--- src/rtl/hash_bus_tx_pkg.sv ---
// Shared types for the PMOD D hash bus output stage: FSM states and FIFO entry layout.
package blake2_bus_pkg;

  localparam int BUS_W   = 8;
  localparam int ENTRY_W = BUS_W + 1;

  typedef enum logic [1:0] {
    IDLE,
    PRESENT,
    WAIT_LOW
  } bus_state_t;

  typedef struct packed {
    logic             last;
    logic [BUS_W-1:0] data;
  } entry_t;

endpackage

--- src/rtl/hash_bus_tx_if.sv ---
// Core-side byte stream plus PMOD D host pins; master is the transmitter, slave the core/host side.
interface hash_bus_tx_if
  import blake2_bus_pkg::*;
#(
  parameter int DEPTH = 32
) ();

  logic                   in_valid_i;
  logic [BUS_W-1:0]       in_data_i;
  logic                   in_last_i;
  logic                   in_ready_o;
  logic                   host_ack_i;
  logic [BUS_W-1:0]       hash_o;
  logic                   hash_valid_o;
  logic                   hash_last_o;
  logic [$clog2(DEPTH):0] level_o;
  logic                   proto_err_o;
  logic                   timeout_o;

  modport master (
    input  in_valid_i, in_data_i, in_last_i, host_ack_i,
    output in_ready_o, hash_o, hash_valid_o, hash_last_o, level_o, proto_err_o, timeout_o
  );

  modport slave (
    output in_valid_i, in_data_i, in_last_i, host_ack_i,
    input  in_ready_o, hash_o, hash_valid_o, hash_last_o, level_o, proto_err_o, timeout_o
  );

endinterface

--- src/rtl/hash_bus_tx_fifo.sv ---
// Synchronous DEPTH x W FIFO with show-ahead head; push ignored when full, pop ignored when empty.
module bus_fifo
  import blake2_bus_pkg::*;
#(
  parameter int DEPTH = 32,
  parameter int W     = ENTRY_W
) (
  input  logic                   clk_io_bus,
  input  logic                   rst_async,
  input  logic                   push,
  input  logic [W-1:0]           din,
  input  logic                   pop,
  output logic [W-1:0]           dout,
  output logic [$clog2(DEPTH):0] count,
  output logic                   full,
  output logic                   empty
);

  localparam int AW = $clog2(DEPTH);
  localparam int CW = AW + 1;

  logic [W-1:0]  mem [DEPTH];
  logic [AW-1:0] wr_ptr;
  logic [AW-1:0] rd_ptr;
  logic          do_push;
  logic          do_pop;

  assign full    = (count == CW'(DEPTH));
  assign empty   = (count == '0);
  assign do_push = push & ~full;
  assign do_pop  = pop & ~empty;
  assign dout    = mem[rd_ptr];

  // Storage is not reset; pointers and count define what is valid.
  always_ff @(posedge clk_io_bus) begin
    if (do_push) mem[wr_ptr] <= din;
  end

  always_ff @(posedge clk_io_bus or posedge rst_async) begin
    if (rst_async) begin
      wr_ptr <= '0;
      rd_ptr <= '0;
      count  <= '0;
    end else begin
      if (do_push) wr_ptr <= wr_ptr + 1'b1;
      if (do_pop)  rd_ptr <= rd_ptr + 1'b1;
      case ({do_push, do_pop})
        2'b10:   count <= count + 1'b1;
        2'b01:   count <= count - 1'b1;
        default: count <= count;
      endcase
    end
  end

endmodule

--- src/rtl/hash_bus_tx.sv ---
// Buffers digest bytes and hands them to the host over a four-phase valid/ack handshake.
// Empty-FIFO write to valid: 2 cycles; ack pin to valid low: 3 cycles; in_ready_o drops only when the FIFO is full.
module hash_bus_tx
  import blake2_bus_pkg::*;
#(
  parameter int DEPTH       = 32,
  parameter int TIMEOUT_CYC = 1024
) (
  input logic           clk_io_bus,
  input logic           rst_async,
  hash_bus_tx_if.master bus
);

  localparam int TC_W = $clog2(TIMEOUT_CYC);
  localparam logic [TC_W-1:0] TC_MAX = TC_W'(TIMEOUT_CYC - 1);

  bus_state_t             state;
  entry_t                 head;
  entry_t                 wr_entry;
  entry_t                 out_q;
  logic                   valid_q;
  logic                   proto_q;
  logic                   timeout_q;
  logic [TC_W-1:0]        tcnt;
  logic [$clog2(DEPTH):0] fifo_count;
  logic                   fifo_full;
  logic                   fifo_empty;
  logic                   ready;
  logic                   push;
  logic                   pop;
  logic                   ack_s1;
  logic                   ack_s2;
  logic                   ack_d;
  logic                   ack_rise;

  assign ready    = ~fifo_full;
  assign push     = bus.in_valid_i & ready;
  assign pop      = (state == IDLE) & ~fifo_empty;
  assign wr_entry = '{last: bus.in_last_i, data: bus.in_data_i};

  bus_fifo #(
    .DEPTH (DEPTH),
    .W     (ENTRY_W)
  ) u_fifo (
    .clk_io_bus (clk_io_bus),
    .rst_async  (rst_async),
    .push       (push),
    .din        (wr_entry),
    .pop        (pop),
    .dout       (head),
    .count      (fifo_count),
    .full       (fifo_full),
    .empty      (fifo_empty)
  );

  // host_ack_i is asynchronous: two flops to resolve metastability, a third for edge detection.
  always_ff @(posedge clk_io_bus or posedge rst_async) begin
    if (rst_async) begin
      ack_s1 <= 1'b0;
      ack_s2 <= 1'b0;
      ack_d  <= 1'b0;
    end else begin
      ack_s1 <= bus.host_ack_i;
      ack_s2 <= ack_s1;
      ack_d  <= ack_s2;
    end
  end

  assign ack_rise = ack_s2 & ~ack_d;

  always_ff @(posedge clk_io_bus or posedge rst_async) begin
    if (rst_async) begin
      state     <= IDLE;
      out_q     <= '0;
      valid_q   <= 1'b0;
      tcnt      <= '0;
      proto_q   <= 1'b0;
      timeout_q <= 1'b0;
    end else begin
      if (ack_rise && state == IDLE) proto_q <= 1'b1;
      if (state != IDLE && tcnt == TC_MAX) timeout_q <= 1'b1;
      case (state)
        IDLE: begin
          if (!fifo_empty) begin
            out_q   <= head;
            valid_q <= 1'b1;
            tcnt    <= '0;
            state   <= PRESENT;
          end
        end
        PRESENT: begin
          if (ack_s2) begin
            valid_q <= 1'b0;
            tcnt    <= '0;
            state   <= WAIT_LOW;
          end else if (tcnt != TC_MAX) begin
            tcnt <= tcnt + 1'b1;
          end
        end
        WAIT_LOW: begin
          if (!ack_s2) begin
            tcnt  <= '0;
            state <= IDLE;
          end else if (tcnt != TC_MAX) begin
            tcnt <= tcnt + 1'b1;
          end
        end
        default: state <= IDLE;
      endcase
    end
  end

  assign bus.in_ready_o   = ready;
  assign bus.hash_o       = out_q.data;
  assign bus.hash_last_o  = out_q.last;
  assign bus.hash_valid_o = valid_q;
  assign bus.level_o      = fifo_count;
  assign bus.proto_err_o  = proto_q;
  assign bus.timeout_o    = timeout_q;

endmodule

--- src/flat_wrapper.sv ---
// flat-port wrapper written by rule: the top's interface ports become plain ports
module hash_bus_tx_flat import blake2_bus_pkg::*;
#(
  parameter int DEPTH       = 32,
  parameter int TIMEOUT_CYC = 1024
)
  (clk_io_bus, rst_async, bus_in_valid_i, bus_in_data_i, bus_in_last_i, bus_host_ack_i, bus_in_ready_o, bus_hash_o, bus_hash_valid_o, bus_hash_last_o, bus_level_o, bus_proto_err_o, bus_timeout_o);
  hash_bus_tx_if #(.DEPTH(DEPTH)) bus_i ();
  input logic clk_io_bus;
  input logic rst_async;
  input wire logic [$bits(bus_i.in_valid_i)-1:0] bus_in_valid_i;
  input wire logic [$bits(bus_i.in_data_i)-1:0] bus_in_data_i;
  input wire logic [$bits(bus_i.in_last_i)-1:0] bus_in_last_i;
  input wire logic [$bits(bus_i.host_ack_i)-1:0] bus_host_ack_i;
  output wire logic [$bits(bus_i.in_ready_o)-1:0] bus_in_ready_o;
  output wire logic [$bits(bus_i.hash_o)-1:0] bus_hash_o;
  output wire logic [$bits(bus_i.hash_valid_o)-1:0] bus_hash_valid_o;
  output wire logic [$bits(bus_i.hash_last_o)-1:0] bus_hash_last_o;
  output wire logic [$bits(bus_i.level_o)-1:0] bus_level_o;
  output wire logic [$bits(bus_i.proto_err_o)-1:0] bus_proto_err_o;
  output wire logic [$bits(bus_i.timeout_o)-1:0] bus_timeout_o;
  assign bus_i.in_valid_i = bus_in_valid_i;
  assign bus_i.in_data_i = bus_in_data_i;
  assign bus_i.in_last_i = bus_in_last_i;
  assign bus_i.host_ack_i = bus_host_ack_i;
  assign bus_in_ready_o = bus_i.in_ready_o;
  assign bus_hash_o = bus_i.hash_o;
  assign bus_hash_valid_o = bus_i.hash_valid_o;
  assign bus_hash_last_o = bus_i.hash_last_o;
  assign bus_level_o = bus_i.level_o;
  assign bus_proto_err_o = bus_i.proto_err_o;
  assign bus_timeout_o = bus_i.timeout_o;
  hash_bus_tx #(.DEPTH(DEPTH), .TIMEOUT_CYC(TIMEOUT_CYC)) u_core (.clk_io_bus(clk_io_bus), .rst_async(rst_async), .bus(bus_i));
endmodule
--- config.mk ---
export PLATFORM = sky130hd
export DESIGN_NAME = hash_bus_tx_flat
export DESIGN_NICKNAME = d
export VERILOG_FILES = /design/src/rtl/hash_bus_tx_pkg.sv /design/src/rtl/hash_bus_tx_if.sv /design/src/rtl/hash_bus_tx_fifo.sv /design/src/rtl/hash_bus_tx.sv /design/src/flat_wrapper.sv
export SDC_FILE = /design/constraint.sdc
export NUM_CORES = 1
export LEC_CHECK = 0
export BUFFER_PORTS_ARGS = -buffer_cell sky130_fd_sc_hd__buf_2
export CORE_ASPECT_RATIO = 1.2
export CORE_MARGIN = 4
export CORE_UTILIZATION = 55
export DETAILED_ROUTE_END_ITERATION = 6
export GPL_TIMING_DRIVEN = 0
export PLACE_DENSITY = 0.71
export SETUP_SLACK_MARGIN = 0.02
export SLEW_MARGIN = 20
export SYNTH_ARGS = -nofsm -noshare
export SYNTH_HDL_FRONTEND = slang
export SYNTH_SLANG_ARGS = --single-unit
export TNS_END_PERCENT = 100
--- constraint.sdc ---
create_clock -name clk_io_bus -period 3.3 [get_ports clk_io_bus]
set_input_delay 0.33 -clock clk_io_bus [delete_from_list [all_inputs] [get_ports clk_io_bus]]
set_output_delay 0.33 -clock clk_io_bus [all_outputs]
set_load 0.05 [all_outputs]
======== Yosys cells after proc, flatten, opt, wreduce, memory -nomap -nowiden ========
Memories as Yosys holds them, arrays and structs flattened. A register that Yosys moved wholly into a read port is not among the register bits.
Cells that the tools add are included.
cells by class
  add/subtract/negate cells ............... 5
  multiply operators ...................... 0
  div/mod/pow operators ................... 0
  $lt $le $gt $ge ......................... 0
  equal/unequal tests ..................... 10
  shift operators ......................... 0
  multiplexer cells ....................... 15
  bitwise logic cells ..................... 8
  reductions and logical operators ........ 12
operators with widths
  cell                     number
  $mux W10                 4
  $pmux W10 S3             1
  $pmux W6 S2              1
  $add A10 B1 Y10 const B  1
  $add A5 B1 Y5 const B    2
  $eq A10 B10 Y1 const B   1
  $ne A10 B10 Y1 const B   1
  $add A6 B1 Y6 const B    1
  $eq A6 B6 Y1 const B     1
  $logic_not A6 Y1         1
  $mux W2                  3
  $pmux W2 S3              1
  $reduce_and A3 Y1        2
  $reduce_bool A2 Y1       3
  $sub A6 B1 Y6 const B    1
  $and A1 B1 Y1            5
  $eq A2 B1 Y1 const B     2
  $eq A2 B2 Y1 const B     2
  $mux W1                  4
  $ne A2 B2 Y1 const B     2
  $reduce_and A2 Y1        2
  $not A1 Y1               3
  $reduce_bool A3 Y1       1
  $logic_and A1 B1 Y1      2
  other kinds (3)          3
word-level totals
  register bits after elaboration ......... 34
  latch bits .............................. 0
  memory bits (writable) .................. 288
  memory bits (read-only) ................. 0
  input port bits ......................... 13
  output and inout port bits .............. 19
  logic and storage cells ................. 62
  memories ................................ 1
memory list
  memory             words  bits a word  read ports  clocked after memory_dff  wr ports  line                    RTL
  u_core.u_fifo.mem  32     9            1           1                         1         hash_bus_tx_fifo.sv:22  logic [W-1:0] mem [DEPTH];

======== Logic depth before layout (Yosys ltp) ========
  depth in word-level cells ............... 6
  depth in mapped cells ................... 15
  gate-level depth less buffers ........... 12

======== By module ========
A second synthesis with hierarchy kept.
second synthesis, totals
  cells, all modules ...................... 725
  area, all modules ....................... 13419.1 sq um
modules (own cells, without submodules)
  module       instances  cells each  area an instance (sq um)  sequential area each (sq um)
  bus_fifo     1          612         12137.9                   9048.7
  hash_bus_tx  1          113         1281.2                    675.6

======== Least setup slack after synthesis ========
Ideal clock, no wire load.
  kind .................................... register -> register
  start point ............................. register u_core.u_fifo.count[3]
  end point ............................... register u_core.u_fifo.count[4]
  library setup time ...................... 0.083 ns
  data arrival time ....................... 3.127 ns
  setup slack ............................. 0.090 ns
  stages on the path, launching flop included .. 16
  buffers on the path ..................... 4
  clock period less this slack ............ 3.210 ns
  cell sequence ........................... dfrtp_1 buf_2 nor3_2 and3_1 buf_6 nor2_2 buf_2 ha_1 buf_1 xor2_1 ha_1 a21o_1 nand2_1 a21o_1 a21oi_1 xor2_1
on the way
  cells in the longest elaborated chain, start to end .. 6
ends and longest elaborated chain
  element                                            line                    RTL
  from (decl)                                        hash_bus_tx_fifo.sv:14  output logic [$clog2(DEPTH):0] count,
  from (signal assigned)                             hash_bus_tx_fifo.sv:48  2'b10: count <= count + 1'b1;
  from (signal assigned)                             hash_bus_tx_fifo.sv:49  2'b01: count <= count - 1'b1;
  from (signal assigned)                             hash_bus_tx_fifo.sv:50  default: count <= count;
  $logic_not A6 Y1 *                                 hash_bus_tx_fifo.sv:29  assign empty = (count == '0);
  $not A1 Y1 (no source line) *                      --
  $and A1 B1 Y1 *                                    hash_bus_tx.sv:38       assign pop = (state == IDLE) & ~fifo_empty;
  net u_core.pop                                     hash_bus_tx.sv:30       logic pop;
  $and A1 B1 Y1 *                                    hash_bus_tx_fifo.sv:31  assign do_pop = pop & ~empty;
  $eq A2 B1 Y1 or $eq A2 B2 Y1 (tied branches)       hash_bus_tx_fifo.sv:47  case ({do_push, do_pop})
  $pmux W6 S2 or $reduce_bool A2 Y1 (tied branches)  --
Mark *: on every way through the listed nets, which the timed path passes. The rest lies on a longest branch.
A chain may end at the register's enable or synchronous reset.

======== Worst setup path in the final report ========
  start point ............................. register u_core.u_fifo.count[1]
  end point ............................... register u_core.u_fifo.count[4]
The elaborated chain is that of the path after synthesis.

==> impl_metrics.tcl <==
set metrics [dict create \
    die_h_um 179 \
    period_needed_ns 3.06 \
    drtPass1Iterations 5 \
    layout-drive-gt1-share_pct 20.2 \
    finalNonFillerCells 1160 \
    status "complete, no violations" \
    p_comb_share_pct 34.2 \
    max_stage_delay_ns 0.47 \
    place_inst 1102 \
    p_int_mw 8.59 \
    port_buffers 31 \
    syn_to_final_growth_pct 11.8 \
    netSwitchingFraction_pct 33.7 \
    powerDensity_nw_per_um2 863 \
    post-place-ws_ns -0.125 \
    tritoncts "yes" \
    coreArea_um2 24000 \
    finalSetupViolations 0 \
    slew_headroom_pct 35.4 \
    ys.flop_type "edfxtp_1" \
    cp.buffers_inverters 4 \
    p_leak_nw 5.17 \
    drt-total-wl_mm 29.0 \
    grt_overflow 0 \
    worst_slew_pin_slew_ns 0.965 \
    syn_nets 776 \
    gp_congestion 0.864 \
    grt_pass1_vias 7257 \
    clock_path_buffers 3 \
    nNetsFinal 842 \
    clock_skew_ns 0.0172 \
    synthArstFlopShare_pct 13.0 \
    ios 32 \
    maxCapViolCount 0 \
    rsz0062_at_grt "no" \
    period_share_pct 92.8 \
    hold_ws_ns 0.202 \
    drt_iter0_drc 758 \
    synthTopCellsByArea "edfxtp_1, mux4_2, dfrtp_1, mux2i_1, ha_1" \
    required_ns 3.77 \
    crit_fanout 11 \
    setup_ws_ns 0.236 \
    routed_via_density 6.26 \
    clkTransAtPathRegs_ns 0.06 \
    wire_per_inst_um 25.0 \
    hold_violations 0 \
    fin_setup_tns_ns 0 \
    final_common_cell "edfxtp_1" \
    grt_pass1_wl_mm 43.8 \
    vias 7265 \
    dp_hpwl_mm 18.6 \
    place_area_um2 14000 \
    grt_usage_pct 21.9 \
    synth.distinct_cells 65 \
    diodes 0 \
    min_path_type "in2reg" \
    p_seq_share_pct 40.0 \
    die_area_um2 27000 \
    power_switching_mw 4.37 \
    crit_chain "nor3_2 -> and3_1 -> buf_6 -> nor2_4 -> buf_4 -> ha_1 -> clkbuf_4 -> xor2_1 -> ha_1 -> inv_1 -> o21ai_0 -> a21o_1 -> a21oi_1 -> xor2_1" \
    fin_area_um2 15000 \
    ys_warn_count 0 \
    drc_errors 0 \
    start_util_pct 56.1 \
    start_kind "flop" \
    utilization_pct 62.7 \
    endpoint_kind "flop" \
    synth_area_leader_cell "edfxtp_1" \
    cp.arrival_ns 3.53 \
    total_power_mw 13.0 \
    synth_top_area_share_pct 64.3 \
    path_class "reg2reg" \
    rows 62 \
    cts_buffers 30 \
    grt_start_max_net_pins 33 \
    synth-edff-count 288 \
    peakVddDrop_mv 0.453 \
    final_cell_mix "edfxtp_1, mux4_2, nor2_1, dfrtp_1, buf_2" \
    cp_slowest_cell "dfrtp_1" \
    ant_nets 0 \
    antenna_found_initial 0 \
    clock.fmax_mhz 326 \
    seq_area_frac_synth_pct 72.3 \
    htree_levels 1 \
    clk_latency_ns 0.55 \
    clock-sinks 331 \
    maxSlewViolCount 0 \
    crit_family "simple AND/OR/NAND/NOR gates" \
    ys_ff_latch 331 \
    die_w_um 151 \
    syn_inst 750 \
    synth_area_per_cell_um2 17.9 \
    clockPowerShare_pct 25.8 \
    synthesis.area_um2 13400 \
    clock_tree.root_cell "clkbuf_16" \
]
==> worst paths after layout <==
check,startpoint,endpoint,slack (ns),depth (start not counted)
max,u_core.u_fifo.count[1],u_core.u_fifo.count[4],0.24,14
min in group asynchronous,rst_async,u_core.bus.hash_o[6],0.38,3
max in group asynchronous,rst_async,u_core.u_fifo.rd_ptr[0],2.42,4
min,bus_in_valid_i,u_core.u_fifo.wr_ptr[0],0.20,4
max reg2reg,u_core.u_fifo.count[1],u_core.u_fifo.count[4],0.24,14
min reg2reg,u_core.ack_s1,u_core.ack_s2,0.35,0
==> per-layer routing <==
| metal | up-vias | track usage (%) | share of wire (%) | wire length, µm |
|---|---|---|---|---|
| met4 | 0 | 8.96 | 3.9 | 1130 |
| met3 | 72 | 2.63 | 6.5 | 1890 |
| met2 | 358 | 36.9 | 52 | 15000 |
| met1 | 3672 | 29.3 | 38 | 11000 |
| met5 | - | 0 | 0 | 0 |
| li1 | 3163 | - | - | - |
==> flip-flops by register name, indices dropped and copies added (netlist names) <==
name and cells:
u_core.u_fifo.mem 288, u_core.u_fifo.rd_ptr 5, u_core.ack_s1 1, u_core.ack_s2 1, u_core.ack_d 1, u_core.state 2, u_core.tcnt 10, u_core.u_fifo.count 6
u_core.bus.hash_o 8, u_core.bus.proto_err_o 1, u_core.bus.hash_last_o 1, u_core.u_fifo.wr_ptr 5, u_core.bus.timeout_o 1, u_core.bus.hash_valid_o 1
==> power groups by stage <==
stage	combinational, mW	sequential (mW)	clock [mW]
after floorplan	2.85	5.54	0
after global placement	4.26	5.24	0
after detailed placement	4.39	5.27	0
after CTS	4.41	5.18	3.39
after global routing	4.72	5.21	3.58
final	4.43	5.19	3.35
==> synthesized netlist by cell type, types with 8 or more instances <==
cell type and instances:
a21oi_1 23, a221oi_1 8, a22oi_1 18, buf_2 11
clkbuf_1 8, dfrtp_1 43, edfxtp_1 288, ha_1 13
inv_1 15, mux2i_1 36, mux4_2 48, nand2_1 21
nand4_1 17, nor2_1 43, o211a_1 8, o21ai_0 16
o22ai_1 8, xnor2_1 8
==> repair_timing <==
item                                    CTS  global route
setup buffers                             0             0
hold endpoints to repair                 21             0
gates resized for setup                   1             5
endpoints found under the setup margin    2             4
hold buffers                              2             0
==> tightest hold or removal path: stages <==
cell,delay [ns]
buf_2,0.09
inv_1,0.05
a31oi_2,0.09
xnor2_1,0.14
==> cells by family after synthesis <==
logic type               Yosys count  synth area share [%]
AND/OR/NAND/NOR                  126                  4.95
AO/OA/AOI/OAI                    117                  6.09
buffers and inverters             56                  2.47
flip-flops                       331                  72.3
adder cells (fa/ha/maj)           13                  1.21
XOR/XNOR                          14                 0.912
multiplexers                      93                  12.0
==> area by class of cell <==
type                            count  area (µm²)
Timing Repair Buffer               34         203
Clock inverter                     15         101
Tap cell                          320         400
Sequential cell                   331        9720
Multi-Input combinational cell    363        3390
Fill cell                        1607        8950
Clock buffer                       41         863
Buffer                             41         282
Inverter                           15        56.3
Power figures use the tool's default switching activity.
